[config.mk]
export PLATFORM = sky130hd
export DESIGN_NAME = pipe_ctrl_unit_flat
export DESIGN_NICKNAME = d
export VERILOG_FILES = /design/src/rtl/pipe_ctrl_unit_if.sv /design/src/rtl/pipe_ctrl_unit.sv /design/src/flat_wrapper.sv
export SDC_FILE = /design/constraint.sdc
export NUM_CORES = 1
export LEC_CHECK = 0
export ABC_AREA = 1
export BUFFER_PORTS_ARGS = -buffer_cell sky130_fd_sc_hd__buf_2
export CAP_MARGIN = 20
export CORE_UTILIZATION = 46
export CTS_CLUSTER_SIZE = 24
export DETAILED_ROUTE_END_ITERATION = 10
export PLACE_DENSITY = 0.82
export SLEW_MARGIN = 20
export SYNTH_ARGS = -nofsm -noshare
export SYNTH_HDL_FRONTEND = slang
export SYNTH_SLANG_ARGS = --single-unit
[constraint.sdc]
create_clock -name clk -period 0.9 [get_ports clk]
set_input_delay 0.09 -clock clk [delete_from_list [all_inputs] [get_ports clk]]
set_output_delay 0.09 -clock clk [all_outputs]
set_load 0.02 [all_outputs]
[src/rtl/pipe_ctrl_unit_if.sv]
// Bundle of the ID-stage inputs and EX/MEM/WB control outputs of pipe_ctrl_unit.
// The master side drives the ID instruction fields; the slave is the control unit.
interface pipe_ctrl_unit_if #(
  parameter int OPCODE_W   = 6,
  parameter int REG_ADDR_W = 5
);
  logic                  id_valid;
  logic [OPCODE_W-1:0]   id_op_code;
  logic [REG_ADDR_W-1:0] id_rs;
  logic [REG_ADDR_W-1:0] id_rt;
  logic                  ex_flush;
  logic                  stall;

  logic                  ex_valid, ex_reg_dst, ex_alu_src, ex_branch, ex_branch_ne;
  logic                  ex_jump, ex_illegal;
  logic [1:0]            ex_alu_op;
  logic [REG_ADDR_W-1:0] ex_rt;
  logic                  ex_mem_read, ex_mem_write, ex_mem_to_reg, ex_reg_write;
  logic                  mem_valid, mem_mem_read, mem_mem_write, mem_mem_to_reg, mem_reg_write;
  logic                  wb_valid, wb_mem_to_reg, wb_reg_write;

  modport master (
    output id_valid, id_op_code, id_rs, id_rt, ex_flush,
    input  stall,
    input  ex_valid, ex_reg_dst, ex_alu_src, ex_branch, ex_branch_ne, ex_jump, ex_illegal,
    input  ex_alu_op, ex_rt, ex_mem_read, ex_mem_write, ex_mem_to_reg, ex_reg_write,
    input  mem_valid, mem_mem_read, mem_mem_write, mem_mem_to_reg, mem_reg_write,
    input  wb_valid, wb_mem_to_reg, wb_reg_write
  );

  modport slave (
    input  id_valid, id_op_code, id_rs, id_rt, ex_flush,
    output stall,
    output ex_valid, ex_reg_dst, ex_alu_src, ex_branch, ex_branch_ne, ex_jump, ex_illegal,
    output ex_alu_op, ex_rt, ex_mem_read, ex_mem_write, ex_mem_to_reg, ex_reg_write,
    output mem_valid, mem_mem_read, mem_mem_write, mem_mem_to_reg, mem_reg_write,
    output wb_valid, wb_mem_to_reg, wb_reg_write
  );
endinterface

[src/rtl/pipe_ctrl_unit.sv]
// Pipelined MIPS control unit: ID decode, EX/MEM/WB control registers, load-use stall.
// Load-use detection and bubble insertion exist only when CTRL_HAZARD_DETECT_EN is defined.
module pipe_ctrl_unit #(
  parameter int OPCODE_W     = 6,
  parameter int REG_ADDR_W   = 5,
  parameter int STALL_CYCLES = 1
) (
  input  logic              clk,
  input  logic              rst_n,
  pipe_ctrl_unit_if.slave   bus
);

  typedef struct packed {
    logic                  valid;
    logic                  reg_dst;
    logic                  alu_src;
    logic                  branch;
    logic                  branch_ne;
    logic                  jump;
    logic                  illegal;
    logic [1:0]            alu_op;
    logic [REG_ADDR_W-1:0] rt;
    logic                  mem_read;
    logic                  mem_write;
    logic                  mem_to_reg;
    logic                  reg_write;
  } ex_ctrl_t;

  typedef struct packed {
    logic valid;
    logic mem_read;
    logic mem_write;
    logic mem_to_reg;
    logic reg_write;
  } mem_ctrl_t;

  typedef struct packed {
    logic valid;
    logic mem_to_reg;
    logic reg_write;
  } wb_ctrl_t;

  localparam logic [OPCODE_W-1:0] OP_RTYPE = OPCODE_W'(0);
  localparam logic [OPCODE_W-1:0] OP_ADDI  = OPCODE_W'(1);
  localparam logic [OPCODE_W-1:0] OP_J     = OPCODE_W'(2);
  localparam logic [OPCODE_W-1:0] OP_BEQ   = OPCODE_W'(4);
  localparam logic [OPCODE_W-1:0] OP_BNE   = OPCODE_W'(5);
  localparam logic [OPCODE_W-1:0] OP_ORI   = OPCODE_W'(13);
  localparam logic [OPCODE_W-1:0] OP_LW    = OPCODE_W'(35);
  localparam logic [OPCODE_W-1:0] OP_SW    = OPCODE_W'(43);

  if (STALL_CYCLES < 1 || STALL_CYCLES > 3) begin : g_bad_stall_cycles
    $error("pipe_ctrl_unit: STALL_CYCLES must be in 1..3");
  end

  ex_ctrl_t  dec;
  ex_ctrl_t  ex_d, ex_q;
  mem_ctrl_t mem_d, mem_q;
  wb_ctrl_t  wb_d, wb_q;
  logic      stall;

  always_comb begin
    dec       = '0;
    dec.valid = 1'b1;
    dec.rt    = bus.id_rt;
    case (bus.id_op_code)
      OP_RTYPE: begin dec.reg_dst = 1'b1; dec.reg_write = 1'b1; dec.alu_op = 2'b10; end
      OP_ADDI:  begin dec.alu_src = 1'b1; dec.reg_write = 1'b1; dec.alu_op = 2'b00; end
      OP_J:     dec.jump = 1'b1;
      OP_BEQ:   begin dec.branch = 1'b1; dec.alu_op = 2'b01; end
      OP_BNE:   begin dec.branch = 1'b1; dec.branch_ne = 1'b1; dec.alu_op = 2'b01; end
      OP_ORI:   begin dec.alu_src = 1'b1; dec.reg_write = 1'b1; dec.alu_op = 2'b11; end
      OP_LW: begin
        dec.alu_src    = 1'b1;
        dec.mem_to_reg = 1'b1;
        dec.reg_write  = 1'b1;
        dec.mem_read   = 1'b1;
      end
      OP_SW:    begin dec.alu_src = 1'b1; dec.mem_write = 1'b1; end
      default:  dec.illegal = 1'b1;
    endcase
  end

`ifdef CTRL_HAZARD_DETECT_EN
  localparam logic [1:0] SC_LOAD = 2'(STALL_CYCLES - 1);

  logic [1:0] sc_d, sc_q;
  logic       uses_rt;
  logic       hz;

  always_comb begin
    uses_rt = (bus.id_op_code == OP_RTYPE) || (bus.id_op_code == OP_BEQ) ||
              (bus.id_op_code == OP_BNE)   || (bus.id_op_code == OP_SW);
    hz = ex_q.valid && ex_q.mem_read && (ex_q.rt != '0) && bus.id_valid &&
         ((ex_q.rt == bus.id_rs) || (uses_rt && (ex_q.rt == bus.id_rt)));
    stall = hz || (sc_q != 2'd0);
    // A pending stall window masks new hazards; flush clears it outright.
    sc_d = sc_q;
    if (bus.ex_flush)        sc_d = 2'd0;
    else if (sc_q != 2'd0)   sc_d = sc_q - 2'd1;
    else if (hz)             sc_d = SC_LOAD;
  end

  always_ff @(posedge clk or negedge rst_n) begin
    if (!rst_n) sc_q <= 2'd0;
    else        sc_q <= sc_d;
  end
`else
  logic unused_id_rs;

  assign unused_id_rs = ^bus.id_rs;
  assign stall        = 1'b0;
`endif

  always_comb begin
    ex_d = dec;
    if (bus.ex_flush || stall || !bus.id_valid) ex_d = '0;

    mem_d.valid      = ex_q.valid;
    mem_d.mem_read   = ex_q.mem_read;
    mem_d.mem_write  = ex_q.mem_write;
    mem_d.mem_to_reg = ex_q.mem_to_reg;
    mem_d.reg_write  = ex_q.reg_write;

    wb_d.valid      = mem_q.valid;
    wb_d.mem_to_reg = mem_q.mem_to_reg;
    wb_d.reg_write  = mem_q.reg_write;
  end

  always_ff @(posedge clk or negedge rst_n) begin
    if (!rst_n) begin
      ex_q  <= '0;
      mem_q <= '0;
      wb_q  <= '0;
    end else begin
      ex_q  <= ex_d;
      mem_q <= mem_d;
      wb_q  <= wb_d;
    end
  end

  assign bus.stall          = stall;
  assign bus.ex_valid       = ex_q.valid;
  assign bus.ex_reg_dst     = ex_q.reg_dst;
  assign bus.ex_alu_src     = ex_q.alu_src;
  assign bus.ex_branch      = ex_q.branch;
  assign bus.ex_branch_ne   = ex_q.branch_ne;
  assign bus.ex_jump        = ex_q.jump;
  assign bus.ex_illegal     = ex_q.illegal;
  assign bus.ex_alu_op      = ex_q.alu_op;
  assign bus.ex_rt          = ex_q.rt;
  assign bus.ex_mem_read    = ex_q.mem_read;
  assign bus.ex_mem_write   = ex_q.mem_write;
  assign bus.ex_mem_to_reg  = ex_q.mem_to_reg;
  assign bus.ex_reg_write   = ex_q.reg_write;
  assign bus.mem_valid      = mem_q.valid;
  assign bus.mem_mem_read   = mem_q.mem_read;
  assign bus.mem_mem_write  = mem_q.mem_write;
  assign bus.mem_mem_to_reg = mem_q.mem_to_reg;
  assign bus.mem_reg_write  = mem_q.reg_write;
  assign bus.wb_valid       = wb_q.valid;
  assign bus.wb_mem_to_reg  = wb_q.mem_to_reg;
  assign bus.wb_reg_write   = wb_q.reg_write;

endmodule

[src/flat_wrapper.sv]
// flat-port wrapper written by rule: the top's interface ports become plain ports
module pipe_ctrl_unit_flat 
#(
  parameter int OPCODE_W     = 6,
  parameter int REG_ADDR_W   = 5,
  parameter int STALL_CYCLES = 1
)
  (clk, rst_n, bus_id_valid, bus_id_op_code, bus_id_rs, bus_id_rt, bus_ex_flush, bus_stall, bus_ex_valid, bus_ex_reg_dst, bus_ex_alu_src, bus_ex_branch, bus_ex_branch_ne, bus_ex_jump, bus_ex_illegal, bus_ex_alu_op, bus_ex_rt, bus_ex_mem_read, bus_ex_mem_write, bus_ex_mem_to_reg, bus_ex_reg_write, bus_mem_valid, bus_mem_mem_read, bus_mem_mem_write, bus_mem_mem_to_reg, bus_mem_reg_write, bus_wb_valid, bus_wb_mem_to_reg, bus_wb_reg_write);
  pipe_ctrl_unit_if #(.OPCODE_W(OPCODE_W), .REG_ADDR_W(REG_ADDR_W)) bus_i ();
  input  logic clk;
  input  logic rst_n;
  input wire logic [$bits(bus_i.id_valid)-1:0] bus_id_valid;
  input wire logic [$bits(bus_i.id_op_code)-1:0] bus_id_op_code;
  input wire logic [$bits(bus_i.id_rs)-1:0] bus_id_rs;
  input wire logic [$bits(bus_i.id_rt)-1:0] bus_id_rt;
  input wire logic [$bits(bus_i.ex_flush)-1:0] bus_ex_flush;
  output wire logic [$bits(bus_i.stall)-1:0] bus_stall;
  output wire logic [$bits(bus_i.ex_valid)-1:0] bus_ex_valid;
  output wire logic [$bits(bus_i.ex_reg_dst)-1:0] bus_ex_reg_dst;
  output wire logic [$bits(bus_i.ex_alu_src)-1:0] bus_ex_alu_src;
  output wire logic [$bits(bus_i.ex_branch)-1:0] bus_ex_branch;
  output wire logic [$bits(bus_i.ex_branch_ne)-1:0] bus_ex_branch_ne;
  output wire logic [$bits(bus_i.ex_jump)-1:0] bus_ex_jump;
  output wire logic [$bits(bus_i.ex_illegal)-1:0] bus_ex_illegal;
  output wire logic [$bits(bus_i.ex_alu_op)-1:0] bus_ex_alu_op;
  output wire logic [$bits(bus_i.ex_rt)-1:0] bus_ex_rt;
  output wire logic [$bits(bus_i.ex_mem_read)-1:0] bus_ex_mem_read;
  output wire logic [$bits(bus_i.ex_mem_write)-1:0] bus_ex_mem_write;
  output wire logic [$bits(bus_i.ex_mem_to_reg)-1:0] bus_ex_mem_to_reg;
  output wire logic [$bits(bus_i.ex_reg_write)-1:0] bus_ex_reg_write;
  output wire logic [$bits(bus_i.mem_valid)-1:0] bus_mem_valid;
  output wire logic [$bits(bus_i.mem_mem_read)-1:0] bus_mem_mem_read;
  output wire logic [$bits(bus_i.mem_mem_write)-1:0] bus_mem_mem_write;
  output wire logic [$bits(bus_i.mem_mem_to_reg)-1:0] bus_mem_mem_to_reg;
  output wire logic [$bits(bus_i.mem_reg_write)-1:0] bus_mem_reg_write;
  output wire logic [$bits(bus_i.wb_valid)-1:0] bus_wb_valid;
  output wire logic [$bits(bus_i.wb_mem_to_reg)-1:0] bus_wb_mem_to_reg;
  output wire logic [$bits(bus_i.wb_reg_write)-1:0] bus_wb_reg_write;
  assign bus_i.id_valid = bus_id_valid;
  assign bus_i.id_op_code = bus_id_op_code;
  assign bus_i.id_rs = bus_id_rs;
  assign bus_i.id_rt = bus_id_rt;
  assign bus_i.ex_flush = bus_ex_flush;
  assign bus_stall = bus_i.stall;
  assign bus_ex_valid = bus_i.ex_valid;
  assign bus_ex_reg_dst = bus_i.ex_reg_dst;
  assign bus_ex_alu_src = bus_i.ex_alu_src;
  assign bus_ex_branch = bus_i.ex_branch;
  assign bus_ex_branch_ne = bus_i.ex_branch_ne;
  assign bus_ex_jump = bus_i.ex_jump;
  assign bus_ex_illegal = bus_i.ex_illegal;
  assign bus_ex_alu_op = bus_i.ex_alu_op;
  assign bus_ex_rt = bus_i.ex_rt;
  assign bus_ex_mem_read = bus_i.ex_mem_read;
  assign bus_ex_mem_write = bus_i.ex_mem_write;
  assign bus_ex_mem_to_reg = bus_i.ex_mem_to_reg;
  assign bus_ex_reg_write = bus_i.ex_reg_write;
  assign bus_mem_valid = bus_i.mem_valid;
  assign bus_mem_mem_read = bus_i.mem_mem_read;
  assign bus_mem_mem_write = bus_i.mem_mem_write;
  assign bus_mem_mem_to_reg = bus_i.mem_mem_to_reg;
  assign bus_mem_reg_write = bus_i.mem_reg_write;
  assign bus_wb_valid = bus_i.wb_valid;
  assign bus_wb_mem_to_reg = bus_i.wb_mem_to_reg;
  assign bus_wb_reg_write = bus_i.wb_reg_write;
  pipe_ctrl_unit #(.OPCODE_W(OPCODE_W), .REG_ADDR_W(REG_ADDR_W), .STALL_CYCLES(STALL_CYCLES)) u_core (.clk(clk), .rst_n(rst_n), .bus(bus_i));
endmodule
==> impl_metrics.csv <==
group,metric,value,unit
run_status,status,"finished, violations left",
run_status,violations,"negative setup slack",
floorplan,die_x,45.9,µm
flow_run,cap_violations,0,
worst_hold_path,min_path_type,"input pin to flop",
synth,seq_area_frac_synth,0.678,
synth,yosysUniqueCellTypes,16,
power,power,2.10,mW
sta,slew_violations,0,
clocking,cts_made_buffers,3,
floorplan,rows,15,
sta,setup_tns,-955,ps
sta,hold_viol_final,0,
synth,yosysMostFrequentCell,"dfrtp_1",
global_routing,grt_pass1_vias,640,
sta,min_period,992,ps
synth,synth_area,886,µm²
global_routing,grt_util_all_layers,0.194,
placement,preCtsSetupSlack,74.5,ps
synth,synth_common_cells,"24 x dfrtp_1, 14 x inv_1, 14 x nor2_1",
floorplan,core,1760,µm²
setup_path,path_delay_family,"flip-flops",
detailed_routing,vias,747,
detailed_routing,drtAntennaViolNets,0,
global_routing,grt_overflow,0,
floorplan,dieHeight,45.9,µm
power,sequentialPowerShare,0.531,
clocking,clock_tree.buffer_depth,2,
synth,ys_warn_count,0,
setup_path,slowest_delay,430,ps
clocking,clock-sinks,24,
finish,num-nets-final,156,
setup_path,crit_chain,"buf_2",
placement,placed_area,1080,µm²
floorplan,initial_core_util,0.502,
clocking,clk_pin_slew,130,ps
setup_path,critPathBufInv,1,
synth,synth_nets,104,
floorplan,die_area,2110,µm²
placement,hpwl,1160,µm
sta,timing.final.ws_setup,-92.5,ps
setup_path,cp.arrival,900,ps
synth,yosys_register_bits,24,
power,swShare,0.213,
setup_path,timing_worst_setup_path_type,"flop to output port",
synth,syn_inst,84,
power,peakVddDrop,1.87,mV
sta,fmax,1010,MHz
finish,layout-drive-gt1-share,0.407,
sta,skew,9.57,ps
power,switching_power,448,µW
placement,io_buffer_count,40,
detailed_routing,dr.first_iter.drc_count,13,
setup_path,cp-start-kind,"flop",
sta,final-setup-viol-count,26,
power,p_comb_frac,0.113,
clocking,cts_tree,"done",
finish,largest_reg_flops,5,
power,power.share.clock,0.357,
synth,synth_edf_count,0,
setup_path,end_kind,"output port",
global_routing,grt_pass1_wl,2750,µm
finish,antenna_cells,0,
setup_path,cp.required,810,ps
detailed_routing,routed_wl,2120,µm
setup_path,crit_path_max_fanout,3,
setup_path,crit_path_top_delay_cell,"dfrtp_1",
finish,areaGrowthSynthToFinish,55.4,%
detailed_routing,drc_errors,0,
clocking,htreeDepth,1,
sta,rsz0062_at_grt,"yes",
clocking,root_buffer,"clkbuf_4",
synth,synth_top_area_frac,0.678,
clocking,insertion_delay,300,ps
synth,syn_avg_cell_area,10.5,µm²
detailed_routing,firstDrtPassIters,4,
detailed_routing,routedWlPerCell,13.3,µm
power,p_leak,0.792,nW
finish,fillers,104,
synth,async_reset_ff_frac,1.00,
power,pwr_density_cell,1520,nW/µm²
sta,min_period_over_period,1.10,
detailed_routing,routed_via_density,4.67,
synth,ys.flop_type,"dfrtp_1",
synth,synth_top_area_cell,"dfrtp_1",
placement,gp_congestion,0.850,
floorplan,boundaryPins,47,
power,internal_power,1.65,mW
global_routing,grt_max_degree,25,
synth,yosys-top-cells-area,"dfrtp_1 68%, inv_1 5.9%, nor2_1 5.9%",
global_routing,antenna_found_initial,0,
finish,final_cell_area,1380,µm²
[placed cells by master, fill, tap and decap left out]
| cell type | n |
|---|---|
| buf_2 | 16 |
| buf_6 | 22 |
| nand4_1 | 2 |
| a21oi_1 | 2 |
| nor3_2 | 1 |
| inv_1 | 14 |
| dlygate4sd3_1 | 6 |
| nor2_2 | 2 |
| nor2_4 | 1 |
| bufinv_16 | 1 |
| nor2_1 | 14 |
| clkbuf_4 | 3 |
| nand3_1 | 8 |
| nand2_1 | 8 |
| dfrtp_1 | 24 |
| inv_2 | 1 |
| buf_4 | 7 |
| o21ai_0 | 1 |
| conb_1 | 1 |
| and3_2 | 1 |
[per-stage QoR]
step,util,cells,hold slack (ps)
6_report,0.780,160,66.7
5_1_grt,0.780,160,43.4
4_1_cts,0.769,158,6.15
3_5_place_dp,0.614,145,78.9
3_3_place_gp,0.614,145,71.6
2_1_floorplan,-,84,-206
[layout make-up]
type                    instances  area, µm²  share of cell area
clock buffers                   3       22.5              0.0164
clock inverters                 1       30.0              0.0218
inverters                      15       56.3              0.0409
multi-input cells              41        195               0.142
flip-flops and latches         24        601               0.436
well taps                      25       31.3              0.0227
repair buffers                 51        440               0.320
[worst paths after layout]
path	endpoint	depth (start not counted)	slack (ps)	from
worst max-delay path	bus_ex_mem_to_reg	1	-90	u_core.bus.ex_mem_read
min in group asynchronous	u_core.bus.wb_valid	2	300	rst_n
max in group asynchronous	u_core.bus.ex_rt[0]	2	260	rst_n
worst min register to register	u_core.bus.wb_valid	0	420	u_core.bus.mem_valid
worst max register to register	u_core.bus.mem_mem_write	2	100	u_core.bus.ex_mem_write
worst min-delay path	u_core.bus.ex_rt[0]	3	70	bus_id_rt[0]
[cells by family (layout without fill, tap and decap cells)]
kind of cell	count (synthesis)	in the layout	share of synthesized area
other	1	1	0.00423
AO/OA/AOI/OAI	3	3	0.0169
flip-flops	24	24	0.678
AND/OR/NAND/NOR	37	37	0.199
buffers and inverters	19	70	0.102
[metal layers]
metal | up-vias | part of all wire | track usage
met4 | 0 | 0.015 | 0.106
met5 | - | 0 | 0
met1 | 345 | 0.40 | 0.223
met2 | 45 | 0.49 | 0.338
li1 | 353 | - | -
met3 | 4 | 0.088 | 0.0317
[power by group through the flow]
| stage | Combinational, mW | Clock [mW] | Sequential, mW |
|---|---|---|---|
| 2_1_floorplan | 0.0695 | 0 | 1.16 |
| 3_3_place_gp | 0.176 | 0 | 1.13 |
| 3_5_place_dp | 0.182 | 0 | 1.13 |
| 4_1_cts | 0.229 | 0.754 | 1.11 |
| 5_1_grt | 0.259 | 0.806 | 1.12 |
| 6_report | 0.237 | 0.748 | 1.11 |
[repair_timing]
| action | CTS | global route |
|---|---|---|
| endpoints found under the setup margin | 26 | 26 |
| hold endpoints to repair | 29 | 0 |
| resized for setup | 44 | 2 |
| hold buffers | 6 | 0 |
| buffers inserted | 3 | 2 |
| cloned | 0 | 0 |
No activity file was read; power rests on OpenSTA's default activity.
